### src/rtl/field_extract_arbiter.sv
// Round-robin arbiter in front of one shared bit-field extractor:
// grant one requester, capture its payload, extract the field, hold the result until taken.
module field_extract_arbiter #(
  parameter int N_REQ  = 4,
  parameter int DATA_W = 32
) (
  input  logic                    clk,
  input  logic                    reset,
  input  logic [N_REQ-1:0]        req_valid,
  output logic [N_REQ-1:0]        req_ready,
  input  logic [N_REQ*DATA_W-1:0] req_word,
  input  logic [N_REQ*5-1:0]      req_lsb,
  input  logic [N_REQ*6-1:0]      req_width,
  output logic                    rsp_valid,
  input  logic                    rsp_ready,
  output logic [2:0]              rsp_id,
  output logic [DATA_W-1:0]       rsp_data
);

  typedef enum logic [1:0] {
    S_IDLE    = 2'd0,
    S_EXTRACT = 2'd1,
    S_RESPOND = 2'd2
  } state_t;

  state_t              r_state;
  state_t              w_state_nxt;
  logic [2:0]          r_last_grant;
  logic [2:0]          r_id;
  logic [DATA_W-1:0]   r_word;
  logic [4:0]          r_lsb;
  logic [5:0]          r_width;
  logic                r_rsp_valid;
  logic [2:0]          r_rsp_id;
  logic [DATA_W-1:0]   r_rsp_data;

  logic                w_found;
  logic [2:0]          w_grant;
  logic [DATA_W-1:0]   w_word;
  logic [4:0]          w_lsb;
  logic [5:0]          w_width;
  logic [DATA_W-1:0]   w_shifted;
  logic [DATA_W-1:0]   w_mask;
  logic [DATA_W-1:0]   w_field;

  // Search starts just after the last winner and wraps; first valid wins.
  always_comb begin
    // NOTE: every signal gets a default before any conditional assignment, so no latch is inferred.
    w_found = 1'b0;
    w_grant = '0;
    for (int k = 1; k <= N_REQ; k++) begin
      for (int i = 0; i < N_REQ; i++) begin
        if (!w_found && req_valid[i] && ((int'(r_last_grant) + k) % N_REQ == i)) begin
          w_found = 1'b1;
          w_grant = 3'(i);
        end
      end
    end
  end

  always_comb begin
    req_ready = '0;
    w_word    = '0;
    w_lsb     = '0;
    w_width   = '0;
    for (int i = 0; i < N_REQ; i++) begin
      if (w_grant == 3'(i)) begin
        req_ready[i] = (r_state == S_IDLE) && w_found && !reset;
        w_word       = req_word[DATA_W*i +: DATA_W];
        w_lsb        = req_lsb[5*i +: 5];
        w_width      = req_width[6*i +: 6];
      end
    end
  end

  // Shifting all-ones by >= DATA_W yields zero, so widths of 32 and above
  // saturate to an all-ones mask and width 0 gives an empty mask.
  assign w_shifted = r_word >> r_lsb;
  assign w_mask    = ~({DATA_W{1'b1}} << r_width);
  assign w_field   = w_shifted & w_mask;

  always_comb begin
    w_state_nxt = r_state;
    case (r_state)
      S_IDLE:    if (w_found) w_state_nxt = S_EXTRACT;
      S_EXTRACT: w_state_nxt = S_RESPOND;
      S_RESPOND: if (rsp_ready) w_state_nxt = S_IDLE;
      default:   w_state_nxt = S_IDLE;
    endcase
  end

  always_ff @(posedge clk) begin
    // NOTE: state registers use non-blocking assignments so every register samples pre-edge values.
    if (reset) begin
      r_state      <= S_IDLE;
      r_last_grant <= 3'(N_REQ - 1);
      r_id         <= '0;
      r_word       <= '0;
      r_lsb        <= '0;
      r_width      <= '0;
      r_rsp_valid  <= 1'b0;
      r_rsp_id     <= '0;
      r_rsp_data   <= '0;
    end else begin
      r_state <= w_state_nxt;
      case (r_state)
        S_IDLE: begin
          if (w_found) begin
            r_word       <= w_word;
            r_lsb        <= w_lsb;
            r_width      <= w_width;
            r_id         <= w_grant;
            r_last_grant <= w_grant;
          end
        end
        S_EXTRACT: begin
          r_rsp_data  <= w_field;
          r_rsp_id    <= r_id;
          r_rsp_valid <= 1'b1;
        end
        S_RESPOND: begin
          if (rsp_ready) r_rsp_valid <= 1'b0;
        end
        default: ;
      endcase
    end
  end

  assign rsp_valid = r_rsp_valid;
  assign rsp_id    = r_rsp_id;
  assign rsp_data  = r_rsp_data;

endmodule

### config.mk
export PLATFORM = sky130hd
export DESIGN_NAME = field_extract_arbiter
export DESIGN_NICKNAME = d
export VERILOG_FILES = /design/src/rtl/field_extract_arbiter.sv
export SDC_FILE = /design/constraint.sdc
export NUM_CORES = 1
export LEC_CHECK = 0
export CAP_MARGIN = 20
export CORE_MARGIN = 10
export CORE_UTILIZATION = 45
export CTS_CLUSTER_DIAMETER = 60
export DETAILED_ROUTE_END_ITERATION = 7
export PLACE_DENSITY = 0.8
export RECOVER_POWER = 50
export SYNTH_ARGS = -nofsm -noshare
export SYNTH_HDL_FRONTEND = slang
export SYNTH_SLANG_ARGS = --single-unit
### constraint.sdc
create_clock -name clk -period 4.9 [get_ports clk]
set_input_delay 0.49 -clock clk [delete_from_list [all_inputs] [get_ports clk]]
set_output_delay 0.49 -clock clk [all_outputs]
set_load 0.02 [all_outputs]
==> summary.md <==
| Metric | Value |
|---|---|
| R2r worst-path depth | 6 |
| Placed Cells | 987 |
| Violated checks | capacitance limit, slew limit |
| Routability Congestion | 0.901 |
| Initial antenna violation count | 0 |
| Synth top area cells | dfxtp_1 (27%), mux2i_1 (19%), mux4_2 (11%), o221ai_1 (6.1%), nand2_1 (5.5%) |
| Fin Clk Skew | 0.00849 ns |
| Slew Viols, Final | 39 |
| Asr flop ratio synth | 0% |
| Period minus WS final | 3.72 ns |
| Die area | 18700 sq um |
| Unique masters post-synth | 65 |
| Fin nets | 1001 |
| Cell taking the most area after synthesis | dfxtp_1 |
| Fmax | 269 MHz |
| Hold buffer count at CTS | 0 |
| Worst Path Max Fanout | 29 |
| Core ar. | 13300 sq um |
| Placement Cell Area | 8250 sq um |
| Worst R2R Setup Slack | 1.48 ns |
| FP Rows | 42 |
| Hold path depth | 2 |
| Outcome | finished with violations |
| Overall routed net length | 21900 um |
| Final setup fails | 0 |
| Post-synth EDFFs | 0 |
| CP arrival | 3.23 ns |
| TritonCTS clock tree | built |
| Area delta synth->final | 38.7% |
| Clock latency on the worst-skew pair | 0.35 ns |
| Routed len/inst | 21.9 um |
| CTS max path bufs | 2 |
| Syn Nets | 823 |
| Top cell type's share of synthesized area | 27.3% |
| Antenna viol nets, final | 0 |
| P per Cell Area | 325 nW/um^2 |
| Register area share after synthesis | 27.3% |
| Layout Utilization | 64.2% |
| RSZ-0062 raised after global routing | no |
| Post-cts resize count | 0 |
| Leakage | 3.43 nW |
| Yosys reg bits | 84 |
| Number of global-route vias before repair | 6250 |
| Most common cell after layout, fill and taps aside | clkdlybuf4s50_1 |
| Cell Area, Synth | 6150 sq um |
| WHS Endpoint | rsp_data[6] |
| Routed vias/inst | 6.09 |
| DRC | 0 |
| First-pass GRT wire length | 33700 um |
| Initial DRC count | 412 |
| GR Overflow Total | 0 |
| H-Tree Depth | 3 |
| Hold path startpoint | rsp_data[6] |
| Layout Cells excl Fill | 1003 |
| Class of the worst hold path | flip-flop to flip-flop |
| Worst reg2reg path startpoint | r_lsb[0] |
| Vias | 6105 |
| Worst Max-Slew Pin Slew | 1.63 ns |
| Mapped Avg Cell Area | 9.55 sq um |
| Sink Count | 84 |
| N_diodes | 0 |
| Ys flop type | dfxtp_1 |
| Pin count of the biggest net entering global routing | 68 |
| Max-cap violations | 1 |
| Layout cell share with drive strength beyond 1 | 9.31% |
| Crit start category | primary input |
| Final Hold Viols | 0 |
| Chip width | 137 um |
| Port Buffers | 217 |
| Worst-path clk slew | 0.07 ns |
| Setup TNS | 0 ns |
| Reg2reg end | rsp_data[2] |
| TritonCTS buffer count | 9 |
| Max VDD drop | 209 uV |
| GRT Resource Usage Total | 22.6% |
| Critical path cell sequence | dlygate4sd3_1, clkbuf_1, nor2_1, and3_1, clkdlybuf4s50_1 |
| # fillers | 1090 |
| Yosys Warn Count | 0 |
| Required @ worst endpoint | 4.41 ns |
| Crit Path Category | primary input to primary output |
| Synth Instances | 644 |
| Slew margin rel. | -8.81% |
| Design area | 8530 sq um |
| Root buffer cell | clkbuf_16 |
| Initial Utilization | 46.3% |
| Slowest-stage cell, CP | clkbuf_1 |
| Top Ports | 219 |
| Crit path capture type | primary output |
| Crit-path max cell delay | 1.04 ns |
| Post-DP HPWL | 17100 um |
| Post-CTS setup buffer count | 0 |
| Die extent in y | 137 um |
| Drt pass-1 iters | 5 |
| Most frequent cells in the layout | clkdlybuf4s50_1 (181), mux2i_1 (119), nand2_1 (90), dfxtp_1 (82), o221ai_1 (43) |
| Crit share post-route | 75.9% |
-- state kept, by name (all words and copies together) (netlist names) --
register,cells
r_state,2
rsp_data,32
r_width,6
r_id,2
rsp_valid,1
r_lsb,5
r_last_grant,2
rsp_id,2
r_word,32
-- cell usage after synthesis, drive strengths merged (5+ instances only) --
cell type,n
clkbuf,30
o22ai,5
o21ai,26
nand3,8
inv,6
dfxtp,84
nor2b,9
mux4,36
a22oi,6
nand2,90
nor3,8
buf,27
mux2i,119
nand2b,6
o221ai,43
nor2,34
mux2,15
a21oi,29
-- cells by family after synthesis --
family / count (synthesis) / share of synthesized area, %
mux: 170 / 35.8
other cells: 1 / 0.0610
flops: 84 / 27.3
simple gates: 172 / 12.2
compound gates: 153 / 18.1
buf+inv: 64 / 6.45
-- layer usage --
metal	global-route usage [%]	wire, um
met3	6.16	1860
met5	0	0
met1	27.9	8990
met2	38.4	10700
met4	5.39	337
-- power breakdown --
| part | total, mW | internal, mW | switching [mW] |
|---|---|---|---|
| clock | 0.657 | 0.351 | 0.307 |
| combinational | 1.18 | 0.590 | 0.594 |
| sequential | 0.932 | 0.766 | 0.167 |
| total | 2.77 | 1.71 | 1.07 |
-- worst max-delay path, delay by kind of cell --
kind	cells	cell delay (ns)
buffers and inverters	3	2.11
AND/OR/NAND/NOR	2	0.62
-- final cells by class --
class	instances	area, sq um	area share, %
timing repair buffer	225	2230	26.1
inverter	6	22.5	0.264
multi-input combinational	496	4090	48.0
clock buffer	9	225	2.64
clock inverter	7	57.6	0.675
tap	176	220	2.58
sequential	84	1680	19.7
-- through the flow --
stage	hold WS, ns	total power, mW	setup slack [ns]
2_1_floorplan	0.428	1.71	2.65
3_3_place_gp	0.433	2.08	1.75
3_5_place_dp	0.433	2.11	1.60
4_1_cts	0.445	2.77	1.65
5_1_grt	0.469	2.89	1.02
6_report	0.448	2.77	1.18
-- how the worst max path moves through the flow --
stage	to	slack, ns	cells after the start	from
floorplan	req_ready[3]	2.65	7	req_valid[0]
global placement	r_word[22]	1.75	7	req_valid[0]
detailed placement	r_word[12]	1.60	7	req_valid[0]
CTS	req_ready[2]	1.65	7	req_valid[3]
global route	req_ready[0]	1.02	5	reset
finish	req_ready[0]	1.18	5	reset
(Power assumes the default switching activity.)
